--- src/rtl/hub75_pkg.sv ---
// Shared definitions for the HUB75 framebuffer path: bus widths, FTDI frame
// header bytes, the unpacker state encoding and the RGB-to-word packing that
// both the FTDI write side and the display gamma path rely on.
package hub75_pkg;

  // Framebuffer word address and data widths
  localparam int FB_AW = 14;
  localparam int FB_DW = 20;

  // Two-byte frame header sent by the host ahead of every frame
  localparam logic [7:0] HDR0 = 8'hA5;
  localparam logic [7:0] HDR1 = 8'h5A;

  // Frame unpacker states
  typedef enum logic [1:0] {
    ST_HUNT0   = 2'd0,
    ST_HUNT1   = 2'd1,
    ST_PAYLOAD = 2'd2,
    ST_COMMIT  = 2'd3
  } unpack_state_e;

  // Pack one RGB byte triple into a framebuffer word: 7 bits red, 7 bits
  // green, 6 bits blue, dropping the least significant bits of each.
  function automatic logic [FB_DW-1:0] pack_rgb(input logic [7:0] r,
                                                input logic [7:0] g,
                                                input logic [7:0] b);
    return {r[7:1], g[7:1], b[7:2]};
  endfunction

endpackage

--- src/rtl/ftdi_frame_unpacker.sv ---
// FTDI byte stream to framebuffer writer. Hunts for the A5 5A header, packs
// every R,G,B byte triple into one framebuffer word written at sequential
// addresses of the back bank, flips the bank select when a frame completes,
// and aborts a partial frame when the byte stream stalls.
module ftdi_frame_unpacker
  import hub75_pkg::*;
#(
  parameter int DEPTH   = 16384,  // words per frame
  parameter int TIMEOUT = 4096    // idle cycles inside a frame before abort
) (
  input  logic             clk_60,
  input  logic             rst,
  input  logic [7:0]       byte_data,
  input  logic             byte_valid,
  output logic [FB_DW-1:0] fb_wdata,
  output logic [FB_AW-1:0] fb_waddr,
  output logic             fb_we,
  output logic             fb_sel,
  output logic             frame_done,
  output logic             sync_err,
  output logic [7:0]       err_count
);

  localparam int                TW        = $clog2(TIMEOUT);
  localparam logic [FB_AW-1:0]  LAST_ADDR = FB_AW'(DEPTH - 1);
  localparam logic [TW-1:0]     TMO_LAST  = TW'(TIMEOUT - 1);

  unpack_state_e    state_q, state_d;
  logic [1:0]       phase_q, phase_d;
  logic [FB_AW-1:0] addr_q, addr_d;
  logic [7:0]       r_q, r_d;
  logic [7:0]       g_q, g_d;
  logic [FB_DW-1:0] fb_wdata_q, fb_wdata_d;
  logic [FB_AW-1:0] fb_waddr_q, fb_waddr_d;
  logic             fb_we_q, fb_we_d;
  logic             fb_sel_q, fb_sel_d;
  logic             frame_done_q, frame_done_d;
  logic             sync_err_q, sync_err_d;
  logic [7:0]       err_count_q;
  logic [TW-1:0]    tmo_q;
  logic             in_frame;
  logic             timeout_hit;

  // The inter-byte watchdog only runs while a frame is being received
  assign in_frame    = (state_q == ST_HUNT1) || (state_q == ST_PAYLOAD);
  assign timeout_hit = in_frame && !byte_valid && (tmo_q == TMO_LAST);

  // Next-state and registered-output logic for the header/payload FSM
  always_comb begin
    // NOTE: every variable gets a default first so no path leaves one unassigned and infers a latch.
    state_d      = state_q;
    phase_d      = phase_q;
    addr_d       = addr_q;
    r_d          = r_q;
    g_d          = g_q;
    fb_wdata_d   = fb_wdata_q;
    fb_waddr_d   = fb_waddr_q;
    fb_we_d      = 1'b0;
    fb_sel_d     = fb_sel_q;
    frame_done_d = 1'b0;
    sync_err_d   = 1'b0;

    unique case (state_q)
      // COMMIT lasts one cycle; a byte landing there is judged as a HUNT0 byte
      ST_HUNT0, ST_COMMIT: begin
        state_d = ST_HUNT0;
        if (byte_valid && (byte_data == HDR0)) begin
          state_d = ST_HUNT1;
        end
      end

      ST_HUNT1: begin
        if (byte_valid) begin
          if (byte_data == HDR1) begin
            state_d = ST_PAYLOAD;
            addr_d  = '0;
            phase_d = 2'd0;
          end else if (byte_data != HDR0) begin
            // A repeated HDR0 keeps waiting; anything else is a broken header
            state_d    = ST_HUNT0;
            sync_err_d = 1'b1;
          end
        end else if (timeout_hit) begin
          state_d    = ST_HUNT0;
          sync_err_d = 1'b1;
        end
      end

      ST_PAYLOAD: begin
        if (byte_valid) begin
          // Header values are ordinary pixel data here; there is no resync
          unique case (phase_q)
            2'd0: begin
              r_d     = byte_data;
              phase_d = 2'd1;
            end
            2'd1: begin
              g_d     = byte_data;
              phase_d = 2'd2;
            end
            default: begin
              phase_d    = 2'd0;
              fb_we_d    = 1'b1;
              fb_wdata_d = pack_rgb(r_q, g_q, byte_data);
              fb_waddr_d = addr_q;
              if (addr_q == LAST_ADDR) begin
                // Last word: the bank flip becomes visible with its write
                state_d      = ST_COMMIT;
                fb_sel_d     = ~fb_sel_q;
                frame_done_d = 1'b1;
              end else begin
                addr_d = addr_q + FB_AW'(1);
              end
            end
          endcase
        end else if (timeout_hit) begin
          // Abandon the partial frame; words already written stay in the back bank
          state_d    = ST_HUNT0;
          sync_err_d = 1'b1;
        end
      end

      default: state_d = ST_HUNT0;
    endcase
  end

  // State and output registers
  always_ff @(posedge clk_60 or posedge rst) begin
    if (rst) begin
      state_q      <= ST_HUNT0;
      phase_q      <= 2'd0;
      addr_q       <= '0;
      r_q          <= '0;
      g_q          <= '0;
      fb_wdata_q   <= '0;
      fb_waddr_q   <= '0;
      fb_we_q      <= 1'b0;
      fb_sel_q     <= 1'b0;
      frame_done_q <= 1'b0;
      sync_err_q   <= 1'b0;
    end else begin
      // NOTE: non-blocking assignments so every register samples pre-edge values.
      state_q      <= state_d;
      phase_q      <= phase_d;
      addr_q       <= addr_d;
      r_q          <= r_d;
      g_q          <= g_d;
      fb_wdata_q   <= fb_wdata_d;
      fb_waddr_q   <= fb_waddr_d;
      fb_we_q      <= fb_we_d;
      fb_sel_q     <= fb_sel_d;
      frame_done_q <= frame_done_d;
      sync_err_q   <= sync_err_d;
    end
  end

  // Inter-byte watchdog: cleared by every byte and outside a frame
  always_ff @(posedge clk_60 or posedge rst) begin
    if (rst) begin
      tmo_q <= '0;
    end else if (byte_valid || !in_frame || timeout_hit) begin
      tmo_q <= '0;
    end else begin
      tmo_q <= tmo_q + TW'(1);
    end
  end

  // Saturating count of sync errors, updated together with the sync_err pulse
  always_ff @(posedge clk_60 or posedge rst) begin
    if (rst) begin
      err_count_q <= '0;
    end else if (sync_err_d && (err_count_q != 8'hFF)) begin
      err_count_q <= err_count_q + 8'd1;
    end
  end

  assign fb_wdata   = fb_wdata_q;
  assign fb_waddr   = fb_waddr_q;
  assign fb_we      = fb_we_q;
  assign fb_sel     = fb_sel_q;
  assign frame_done = frame_done_q;
  assign sync_err   = sync_err_q;
  assign err_count  = err_count_q;

endmodule

--- config.mk ---
export PLATFORM = sky130hd
export DESIGN_NAME = ftdi_frame_unpacker
export DESIGN_NICKNAME = d
export VERILOG_FILES = /design/src/rtl/hub75_pkg.sv /design/src/rtl/ftdi_frame_unpacker.sv
export SDC_FILE = /design/constraint.sdc
export NUM_CORES = 1
export LEC_CHECK = 0
export CAP_MARGIN = 20
export CORE_MARGIN = 3
export CORE_UTILIZATION = 53
export CTS_CLUSTER_SIZE = 20
export DETAILED_ROUTE_END_ITERATION = 7
export PLACE_DENSITY = 0.88
export SYNTH_ARGS = -nofsm -noshare
export SYNTH_HDL_FRONTEND = slang
export SYNTH_SLANG_ARGS = --single-unit
--- constraint.sdc ---
create_clock -name clk_60 -period 9.7 [get_ports clk_60]
set_input_delay 2.91 -clock clk_60 [delete_from_list [all_inputs] [get_ports clk_60]]
set_output_delay 2.91 -clock clk_60 [all_outputs]
set_load 0.03 [all_outputs]
# ---- Word level (Yosys, flattened, before mapping)
# Cells that the tools add are included.
dict set report totals {
  input_bits 11
  word_cells 91
  register_bits 92
  out_inout_bits 46
}
dict set report op_classes {
  n_eq_ne 18
  reduce_logical 21
  addsub 3
  mux 34
  n_bitwise 2
}
# cell count
set op_table {}
lappend op_table {{$mux 14} 5}
lappend op_table {{$pmux 14 s2} 1}
lappend op_table {{$mux 2} 10}
lappend op_table {{$ne 8x8->1 const B} 2}
lappend op_table {{$add 14x1->14 const B} 1}
lappend op_table {{$eq 14x14->1 const B} 1}
lappend op_table {{$mux 1} 13}
lappend op_table {{$add 12x1->12 const B} 1}
lappend op_table {{$eq 12x12->1 const B} 1}
lappend op_table {{$mux 12} 1}
lappend op_table {{$reduce_and 3->1} 4}
lappend op_table {{$add 8x1->8 const B} 1}
lappend op_table {{$eq 8x7->1 const B} 1}
lappend op_table {{$eq 8x8->1 const B} 1}
lappend op_table {{$ne 2x2->1 const B} 4}
lappend op_table {{$pmux 2 s2} 2}
lappend op_table {{$reduce_and 4->1} 2}
lappend op_table {{$pmux 2 s3} 1}
lappend op_table {{$reduce_and 6->1} 1}
lappend op_table {{$eq 2x1->1 const B} 2}
lappend op_table {{$eq 2x2->1 const B} 2}
lappend op_table {{$logic_and 1x1->1} 4}
lappend op_table {{$logic_not 2->1} 2}
lappend op_table {{$ne 4x2->1 const B} 1}
lappend op_table {{9 further kinds} 14}

# ---- Depth between registers and ports, before layout
# Gate-level depths: netlist of the first run.
dict set report depth {
  depth_word 8
  ltp_mapped 9
  mapped_depth_nobuf 7
}

# ---- Worst setup path before layout of the first run
# No wires, ideal clock.
dict set report synth_path {
  path_kind {input -> register}
  startpoint {input port byte_data[1]}
  endpoint {register err_count_q[4], in the netlist err_count[4]}
  slack_ps 5383
  setup_ps 125
  stages 5
  required_ps 9575
  path_buffers 0
  t_arrival_ps 4193
  path_cell_list {and4b_4 -> a21bo_4 -> o32a_4 -> nor2_1 -> mux2_2}
}
dict set report synth_via {
  elab_chain_cells 6
  word_cells_on_any_way 7
  cone_classes {eq/ne (2); mux (4); reduce/logical (1)}
}
# element line
set synth_rtl {}
lappend synth_rtl {{from (decl)} ftdi_frame_unpacker.sv:13} ;# input logic [7:0] byte_data,
lappend synth_rtl {{$ne 8x8->1} ftdi_frame_unpacker.sv:78} ;# end else if (byte_data != HDR0) begin
lappend synth_rtl {{$mux 1} ftdi_frame_unpacker.sv:78}
lappend synth_rtl {{$mux 1 (*)} ftdi_frame_unpacker.sv:74} ;# if (byte_data == HDR1) begin
lappend synth_rtl {{$mux 1 (*)} ftdi_frame_unpacker.sv:73} ;# if (byte_valid) begin
lappend synth_rtl {{$pmux 1 s2 (*)} ftdi_frame_unpacker.sv:63} ;# unique case (state_q)
lappend synth_rtl {{$logic_and 1x1->1 (*)} ftdi_frame_unpacker.sv:172} ;# end else if (sync_err_d && (err_count_q != 8'hFF)) begin
lappend synth_rtl {{to (signal assigned)} ftdi_frame_unpacker.sv:173} ;# err_count_q <= err_count_q + 8'd1;
lappend synth_rtl {{to (decl)} ftdi_frame_unpacker.sv:39} ;# logic [7:0] err_count_q;
# Every way passes the cells marked *; elsewhere a longest branch is shown, timed or not.
# A chain may end at the register's enable or synchronous reset.

# ---- Worst setup path after layout of the first run
dict set report layout_path {
  startpoint {input port byte_valid}
  endpoint {register addr_q[9]}
}
dict set report layout_via {
  elab_chain_cells 2
  word_cells_on_any_way 3
  cone_classes {eq/ne (2); reduce/logical (1)}
}
# element line
set layout_rtl {}
lappend layout_rtl {{from (decl)} ftdi_frame_unpacker.sv:14} ;# input logic byte_valid,
lappend layout_rtl {{$ne 2x2->1 (no line)} n/a}
lappend layout_rtl {{$reduce_and 6->1 (no line) (*)} n/a}
lappend layout_rtl {{to (signal assigned)} ftdi_frame_unpacker.sv:145} ;# addr_q <= addr_d;
lappend layout_rtl {{to (decl)} ftdi_frame_unpacker.sv:30} ;# logic [FB_AW-1:0] addr_q, addr_d;
# Marked as above.

==> results of run 1 <==
area by class of cell:
cell class	count	area, um2
Tap cell	99	124
Clock buffer	13	159
Sequential cell	90	2250
Fill cell	532	2380
Multi-Input combinational cell	234	1780
Inverter	11	42.5
Timing Repair Buffer	58	588
Clock inverter	3	47.5
flip-flops by register name, summed over array words and instances, names as in the netlist, 2 cells and up:
| name | count |
|---|---|
| r_q | 7 |
| state_q | 2 |
| phase_q | 2 |
| addr_q | 14 |
| fb_waddr | 14 |
| fb_wdata | 20 |
| tmo_q | 12 |
| err_count | 8 |
| g_q | 7 |
cells by family (layout without fill, tap and decap cells):
family	after synthesis	after routing	share of synthesized area, %
XOR/XNOR	16	16	3.41
adder cells (fa/ha/maj)	5	5	1.52
buffers and inverters	21	85	2.16
AO/OA/AOI/OAI	51	51	8.95
AND/OR/NAND/NOR	114	114	16.1
multiplexers	48	48	13.1
flip-flops	90	90	54.8
power by group through the flow:
| stage | clock network [uW] | logic, uW | registers (uW) |
|---|---|---|---|
| after floorplan | 0 | 14.3 | 396 |
| after global placement | 0 | 26.2 | 396 |
| after detailed placement | 0 | 27.2 | 397 |
| after CTS | 268 | 27.5 | 390 |
| after global routing | 286 | 31.1 | 391 |
| final | 265 | 27.8 | 390 |
cells in the final DEF (no fill, tap or decap), types with 2 or more instances in the layout:
| master | synthesis | layout |
|---|---|---|
| nand3_1 | 13 | 12 |
| and4_1 | 2 | 2 |
| or2_2 | 2 | 2 |
| clkbuf_8 | 0 | 11 |
| clkdlybuf4s50_1 | 0 | 56 |
| nor3_2 | 2 | 2 |
| xor2_1 | 10 | 10 |
| a22oi_1 | 2 | 2 |
| o31ai_1 | 5 | 5 |
| o41ai_1 | 2 | 2 |
| a31oi_1 | 3 | 3 |
| nand3_2 | 1 | 2 |
| xnor2_1 | 6 | 6 |
| nor4_2 | 2 | 2 |
| ha_1 | 5 | 5 |
| nor2_1 | 23 | 23 |
| o21ai_0 | 16 | 16 |
| a21oi_1 | 10 | 10 |
| inv_1 | 10 | 9 |
| and2_1 | 4 | 4 |
| nand4_1 | 9 | 9 |
| nand2b_1 | 3 | 3 |
| dfrtp_1 | 90 | 90 |
| or3_1 | 3 | 3 |
| o21a_1 | 2 | 2 |
| and3_1 | 4 | 4 |
| clkbuf_1 | 2 | 2 |
| clkinv_4 | 0 | 2 |
| nor3_1 | 6 | 6 |
| nand2_1 | 26 | 26 |
| nand4b_1 | 2 | 2 |
| mux2_2 | 46 | 46 |
worst paths after layout:
path	startpoint	end	slack [ps]	cells past startpoint
min in group asynchronous	rst	tmo_q[11]	3020	3
min reg2reg	fb_sel	fb_sel	470	1
max reg2reg	state_q[0]	addr_q[9]	6500	7
max	byte_valid	addr_q[9]	4380	6
min	fb_sel	fb_sel	470	1
max in group asynchronous	rst	g_q[1]	6050	4
worst register-to-register path: cells and delay by family, from the launching register on:
family                   cells  cell delay (ps)
buffers and inverters        2              480
AO/OA/AOI/OAI                1               90
AND/OR/NAND/NOR              3             1540
adder cells (fa/ha/maj)      1              590
flip-flops                   1              410
layer usage:
metal / vias up / track usage (%) / share of wire [%]
li1: 1362 / - / -
met1: 1497 / 29.1 / 45
met2: 89 / 31.3 / 48
met3: 10 / 5.05 / 5.3
met4: 0 / 7.82 / 1.8
met5: - / 0 / 0
per-stage QoR:
step / utilization, % / worst slack (ps) / std cells
6_report: 67.7 / 4380 / 508
5_1_grt: 67.7 / 4120 / 508
4_1_cts: 67.4 / 4410 / 507
3_5_place_dp: 64.6 / 4070 / 491
3_3_place_gp: 64.6 / 4130 / 491
2_1_floorplan: - / 4450 / 345
==> results.py, run 1 <==
metrics = {
    "clocking": {
        "cts_tree": "yes",
        "clkTransAtPathRegs_ps": 80,
        "cts-root-buf": "clkbuf_8",
        "cts.sinks": 90,
        "ctsLongestPathBuffers": 2,
        "clock_latency_ps": 360,
        "hold_buffers": 0,
        "numCtsBuffers": 9,
        "cts_resized": 0,
        "cts_setup_buffers": 0,
        "htree_levels": 3,
    },
    "critical_path": {
        "path_class": "in2reg",
        "path_max_fanout": 39,
        "start_kind": "primary input",
        "required_ps": 9970,
        "path_cells": "clkdlybuf4s50_1 > nand3_2 > inv_1 > nand2_1 > or3_1 > o21ai_0",
        "end_kind": "register",
        "worstPathArrival_ps": 5590,
        "slowest_stage": "nand3_2",
        "critPathTopFamily": "simple AND/OR/NAND/NOR gates",
        "cp_slowest_stage_delay_ps": 810,
        "worst-path-buf-inv": 2,
    },
    "floorplanning": {
        "core_area_um2": 7370,
        "fp.dieW_um": 94.1,
        "io_pins": 57,
        "initial_core_util_pct": 55.8,
        "die-area_um2": 8850,
        "rows": 31,
        "fp.dieH_um": 94.1,
    },
    "layout": {
        "drive_above_1_share_pct": 19.8,
        "n_antenna_cell": 0,
        "stdcell_area_um2": 4990,
        "final_nets": 420,
        "syn_to_final_growth_pct": 21.3,
    },
    "global_route": {
        "gr-total-overflow": 0,
        "grt_use_total_pct": 20.8,
        "grt_pass1_vias": 2946,
        "grt_pass1_wl_um": 14400,
        "antenna_found_initial": 0,
        "grt_start_max_net_pins": 91,
    },
    "sta": {
        "grt_setup_unrepaired": "false",
        "report.final.slew_viol_count": 0,
        "max_freq_mhz": 188,
        "worst-slew-pin-transition_ps": 969,
        "post-route-period-util_pct": 54.8,
        "fin_crit_ps": 5320,
        "whs_ps": 468,
        "slew-limit-headroom_pct": 35.3,
        "hold_violations": 0,
        "final-setup-viol-count": 0,
        "setup_tns_ps": 0,
        "skew_ps": 10.8,
    },
    "logic_synthesis": {
        "synth_top_cell_by_area": "dfrtp_1",
        "syn_nets": 361,
        "synth_area_leaders": "dfrtp_1, mux2_2, nand2_1",
        "yosysWarnings": 0,
        "seq_area_frac_synth_pct": 54.8,
        "synth_area_um2": 4110,
        "synth.distinct_cells": 56,
        "ys.flop_type": "dfrtp_1",
        "ys_ff_latch": 90,
        "synth_edf_count": 0,
        "avgSynthCellArea_um2": 11.9,
        "synth_cells": 345,
        "yosysTopAreaCellShare_pct": 54.8,
        "async_reset_ff_share_pct": 100,
        "synthTopCellsByCount": "dfrtp_1, mux2_2, nand2_1",
        "synth.most_common_cell": "dfrtp_1",
    },
    "hold_path": {
        "hold_class": "reg2reg",
    },
    "drt": {
        "drc": 0,
        "drt-total-wl_um": 8260,
        "via_per_inst": 5.82,
        "wire_per_inst_um": 16.3,
        "dr_total_vias": 2958,
        "drt_iter0_drc": 225,
        "dr.pass1.iters": 4,
        "antenna_left": 0,
    },
    "place": {
        "dpl.hpwl_um": 5600,
        "io_buffers": 56,
        "postPlaceCellArea_um2": 4760,
        "place_congestion": 0.840,
    },
    "pwr": {
        "p_comb_share_pct": 4.1,
        "clkPwrFrac_pct": 38.8,
        "p_sw_uw": 154,
        "p_per_area_nw_per_um2": 137,
        "power_leakage_uw": 0.00221,
        "p_int_uw": 529,
        "total_power_uw": 683,
        "p_sw_share_pct": 22.6,
        "irDropWorstVdd_mv": 0.0999,
        "p_seq_share_pct": 57.1,
    },
    "run_status": {
        "status": "complete, no violations",
    },
    "run": {
        "cap_violations": 0,
    },
}
Note: power is estimated with default switching activity, not from simulation.
==> inputs of run 2 (changes only) <==
- clock period: 9.7 -> 5 ns (I/O delays scaled with it)
==> run 2 against run 1 <==
Compared with the run above: power grew 88%; via count shrank 1.8%; first-iteration DRC count shrank 6.2%; critical path depth is the same; combinational power grew 87%; global-route usage shrank 1.0 points; utilization shrank 0.31 points; non-clock buffer count grew 1.
==> results.py, run 2 (same netlist as run 1, synthesis figures left out) <==
metrics = {
    "run_status": {
        "status": "complete, no violations",
    },
    "layout": {
        "register_area_um2": 2250,
        "final_common_cell": "dfrtp_1",
        "stdcell_area_um2": 4970,
        "layout.cells.non_filler": 509,
        "drive_above_1_share_pct": 20.5,
        "final_cell_mix": "dfrtp_1, clkdlybuf4s50_1, mux2_2, nand2_1, nor2_1",
        "largest_reg_flops": 20,
        "final_nets": 421,
        "n_antenna_cell": 0,
        "multiInputGateArea_um2": 1780,
        "nFillCells": 530,
        "syn_to_final_growth_pct": 20.8,
    },
    "sta": {
        "fin_crit_ps": 3320,
        "setup_tns_ps": 0,
        "whs_ps": 481,
        "grt_setup_unrepaired": "false",
        "slew-limit-headroom_pct": 51.8,
        "worst-slew-pin-transition_ps": 723,
        "report.final.slew_viol_count": 0,
        "max_freq_mhz": 301,
        "skew_ps": 14.2,
        "post-route-period-util_pct": 66.4,
        "final-setup-viol-count": 0,
        "hold_violations": 0,
    },
    "floorplanning": {
        "rows": 31,
        "core_area_um2": 7370,
        "initial_core_util_pct": 55.8,
        "io_pins": 57,
        "die-area_um2": 8850,
        "fp.dieW_um": 94.1,
        "fp.dieH_um": 94.1,
    },
    "pwr": {
        "power_leakage_uw": 0.00220,
        "p_int_uw": 958,
        "irDropWorstVdd_mv": 0.222,
        "clkPwrFrac_pct": 36.9,
        "p_sw_uw": 324,
        "p_per_area_nw_per_um2": 258,
        "total_power_uw": 1280,
        "p_sw_share_pct": 25.3,
        "p_seq_share_pct": 59.0,
        "p_comb_share_pct": 4.1,
    },
    "clocking": {
        "cts_tree": "yes",
        "numCtsBuffers": 9,
        "clock_latency_ps": 360,
        "htree_levels": 3,
        "clkTransAtPathRegs_ps": 100,
        "cts_resized": 0,
        "cts.sinks": 90,
        "cts_setup_buffers": 0,
        "hold_buffers": 0,
        "cts-root-buf": "clkbuf_8",
        "ctsLongestPathBuffers": 2,
    },
    "place": {
        "dpl.hpwl_um": 5750,
        "place_congestion": 0.852,
        "dp_cells": 493,
        "io_buffers": 56,
        "postPlaceCellArea_um2": 4780,
    },
    "drt": {
        "drc": 0,
        "via_per_inst": 5.71,
        "wire_per_inst_um": 15.9,
        "drt_iter0_drc": 211,
        "antenna_left": 0,
        "dr_total_vias": 2906,
        "drt-total-wl_um": 8080,
        "dr.pass1.iters": 4,
    },
    "critical_path": {
        "required_ps": 5270,
        "end_kind": "register",
        "path_class": "in2reg",
        "path_max_fanout": 16,
        "start_kind": "primary input",
        "worstPathArrival_ps": 3590,
    },
    "global_route": {
        "grt_pass1_wl_um": 13600,
        "grt_use_total_pct": 19.7,
        "antenna_found_initial": 0,
        "gr-total-overflow": 0,
        "grt_pass1_vias": 2888,
        "grt_start_max_net_pins": 46,
    },
    "run": {
        "cap_violations": 0,
    },
    "hold_path": {
        "hold_class": "reg2reg",
    },
}
run 2: cell types whose count changed in the layout (fill, tap and decap cells not counted):
cell | previous run | this run
clkinv_4 | 2 | 1
bufinv_16 | 1 | 0
inv_6 | 0 | 3
inv_8 | 0 | 2
clkinvlp_4 | 0 | 1
clkbuf_8 | 11 | 9
clkbuf_1 | 2 | 0
buf_12 | 1 | 0
buf_4 | 1 | 3
run 2: final timing paths:
check / end / start / cells past startpoint / slack [ps]
max in group asynchronous: fb_we / rst / 3 / 2640
worst max-delay path: addr_q[7] / byte_valid / 6 / 1680
worst min register to register: fb_sel / fb_sel / 1 / 480
worst min-delay path: fb_sel / fb_sel / 1 / 480
worst max register to register: r_q[6] / state_q[0] / 5 / 2240
min in group asynchronous: err_count[2] / rst / 2 / 1550
run 2: stage by stage:
stage | util [%] | setup WS [ps]
2_1_floorplan | - | 1160
3_3_place_gp | 64.8 | 1460
3_5_place_dp | 64.8 | 1340
4_1_cts | 67.4 | 1680
5_1_grt | 67.4 | 1550
6_report | 67.4 | 1680
run 2: per-layer routing:
layer / wire length (um) / part of all wire [%] / global-route usage [%]
met2: 3850 / 48 / 31.7
met5: 0 / 0 / 0
met4: 134 / 1.7 / 7.46
met1: 3660 / 45 / 26.5
met3: 434 / 5.4 / 4.01
run 2: worst max-delay path, stage by stage:
cell and delay [ps]:
clkdlybuf4s50_1 740, nand3_2 400, inv_1 260, nand2_1 210, or3_1 390, o21ai_0 90
run 2: area by class of cell:
cell class | instances | area share [%]
clock buffers | 9 | 2.49
repair buffers | 59 | 11.7
flip-flops and latches | 90 | 45.4
clock inverters | 7 | 1.31
inverters | 11 | 0.857
multi-input cells | 234 | 35.8
well taps | 99 | 2.49
run 2: power by group through the flow:
stage               registers (uW)  clock network (uW)  logic [uW]
floorplan                      769                   0        27.7
global placement               769                   0        51.4
detailed placement             770                   0        53.2
CTS                            756                 482        53.6
global route                   758                 512        58.2
finish                         757                 473        52.0
==> inputs of run 3 (changes only) <==
- CORE_UTILIZATION: 53 -> 49
- PLACE_DENSITY: 0.88 -> 0.86
- clock period: 5 -> 2.9 ns (I/O delays scaled with it)
==> run 3 against run 2 <==
Compared with the run above: die area increased by 7.6%; sequential power rose by 72%; register-to-register slack got worse by 1600 ps; utilization is 2.7 points lower; design area increased by 3.2%; worst setup slack worse by 1300 ps; non-clock buffer count is 10 higher; combinational power up 91%; global-route usage is 1.2 points lower; critical path depth unchanged; wire length increased by 3.6%.
==> results.py, run 3 (same netlist as run 1, synthesis figures left out) <==
metrics = {
    "sta": {
        "fin_crit_ps": 2540,
        "report.final.slew_viol_count": 0,
        "slew-limit-headroom_pct": 64.4,
        "grt_setup_unrepaired": "false",
        "final-setup-viol-count": 0,
        "post-route-period-util_pct": 87.7,
        "worst-slew-pin-transition_ps": 532,
        "whs_ps": 473,
        "hold_violations": 0,
        "skew_ps": 11.4,
        "max_freq_mhz": 393,
        "setup_tns_ps": 0,
    },
    "layout": {
        "syn_to_final_growth_pct": 24.7,
        "layout.cells.non_filler": 522,
        "largest_reg_flops": 20,
        "n_antenna_cell": 0,
        "final_nets": 431,
        "final_common_cell": "dfrtp_1",
        "final_cell_mix": "dfrtp_1, clkdlybuf4s50_1, mux2_2, nand2_1, nor2_1",
        "stdcell_area_um2": 5120,
        "post-route-util_pct": 64.6,
        "drive_above_1_share_pct": 22.4,
    },
    "hold_path": {
        "hold_class": "reg2reg",
    },
    "drt": {
        "drt_iter0_drc": 242,
        "dr_total_vias": 2912,
        "antenna_left": 0,
        "drc": 0,
        "via_per_inst": 5.58,
        "wire_per_inst_um": 16.0,
        "dr.pass1.iters": 4,
        "drt-total-wl_um": 8370,
    },
    "floorplanning": {
        "fp.dieW_um": 97.6,
        "fp.dieH_um": 97.6,
        "initial_core_util_pct": 51.9,
        "die-area_um2": 9530,
        "core_area_um2": 7930,
        "io_pins": 57,
        "rows": 32,
    },
    "global_route": {
        "grt_use_total_pct": 18.5,
        "antenna_found_initial": 0,
        "grt_pass1_vias": 2953,
        "gr-total-overflow": 0,
        "grt_start_max_net_pins": 52,
        "grt_pass1_wl_um": 14400,
    },
    "critical_path": {
        "path_class": "in2reg",
        "required_ps": 3160,
        "start_kind": "primary input",
        "worstPathArrival_ps": 2810,
        "end_kind": "register",
        "path_max_fanout": 5,
    },
    "place": {
        "postPlaceCellArea_um2": 4880,
        "place_congestion": 0.847,
        "dpl.hpwl_um": 5810,
        "dp_cells": 506,
        "io_buffers": 56,
    },
    "clocking": {
        "cts_tree": "yes",
        "ctsLongestPathBuffers": 2,
        "numCtsBuffers": 9,
        "hold_buffers": 0,
        "clock_latency_ps": 360,
        "clkTransAtPathRegs_ps": 90,
        "cts_resized": 0,
        "cts-root-buf": "clkbuf_8",
        "cts_setup_buffers": 0,
        "htree_levels": 3,
        "cts.sinks": 90,
    },
    "pwr": {
        "power_leakage_uw": 0.00227,
        "irDropWorstVdd_mv": 0.298,
        "p_per_area_nw_per_um2": 470,
    },
    "run_status": {
        "status": "complete, no violations",
    },
    "run": {
        "cap_violations": 0,
    },
}
[run 3: cell types whose count changed in the layout (fill, tap and decap cells not counted), moves of 2 or more]
cell        before  now
buf_12           0    2
buf_4            3   11
bufinv_16        0    3
clkinvlp_4       1    4
inv_6            3    0
inv_8            2    0
[run 3: path summary, 6_finish.rpt]
check	from	end	slack [ps]	cells after the start
worst max register to register	addr_q[0]	state_q[1]	630	6
worst min-delay path	fb_sel	fb_sel	470	1
worst min register to register	fb_sel	fb_sel	470	1
min in group asynchronous	rst	tmo_q[4]	940	3
worst max-delay path	byte_data[5]	state_q[1]	360	6
max in group asynchronous	rst	phase_q[1]	1710	3
[run 3: metal layers]
layer  vias up  wire (um)  global-route usage (%)
met3        12        351                    3.95
met4         0        131                    6.60
met1      1444       3950                    25.1
li1       1383          -                       -
met2        73       3930                    29.5
met5         -          0                       0
[run 3: through the flow]
| step | worst slack (ps) | power (uW) |
|---|---|---|
| 6_report | 357 | 2410 |
| 5_1_grt | 229 | 2500 |
| 4_1_cts | 390 | 2430 |
| 3_5_place_dp | 19.1 | 1430 |
| 3_3_place_gp | 128 | 1420 |
| 2_1_floorplan | 623 | 1370 |
[run 3: worst max-delay path, stage by stage]
cell and delay [ps]:
clkdlybuf4s50_1 500, nor4b_2 460, nand2_1 90, a311oi_1 390
or3b_1 400, o21ai_0 110
[run 3: cell type report]
class,count,area (um2)
repair buffers,69,683
clock inverters,7,118
fillers,584,2800
multi-input cells,234,1780
inverters,11,45.0
well taps,102,128
flip-flops and latches,90,2250
clock buffers,9,124
[run 3: power by group]
group | total (uW) | leakage [uW] | switching, uW | internal [uW]
registers | 1300 | 0.00123 | 24.1 | 1280
clock network | 1010 | 0.000111 | 436 | 570
logic | 99.3 | 0.000929 | 54.3 | 45.0
total | 2410 | 0.00227 | 515 | 1890
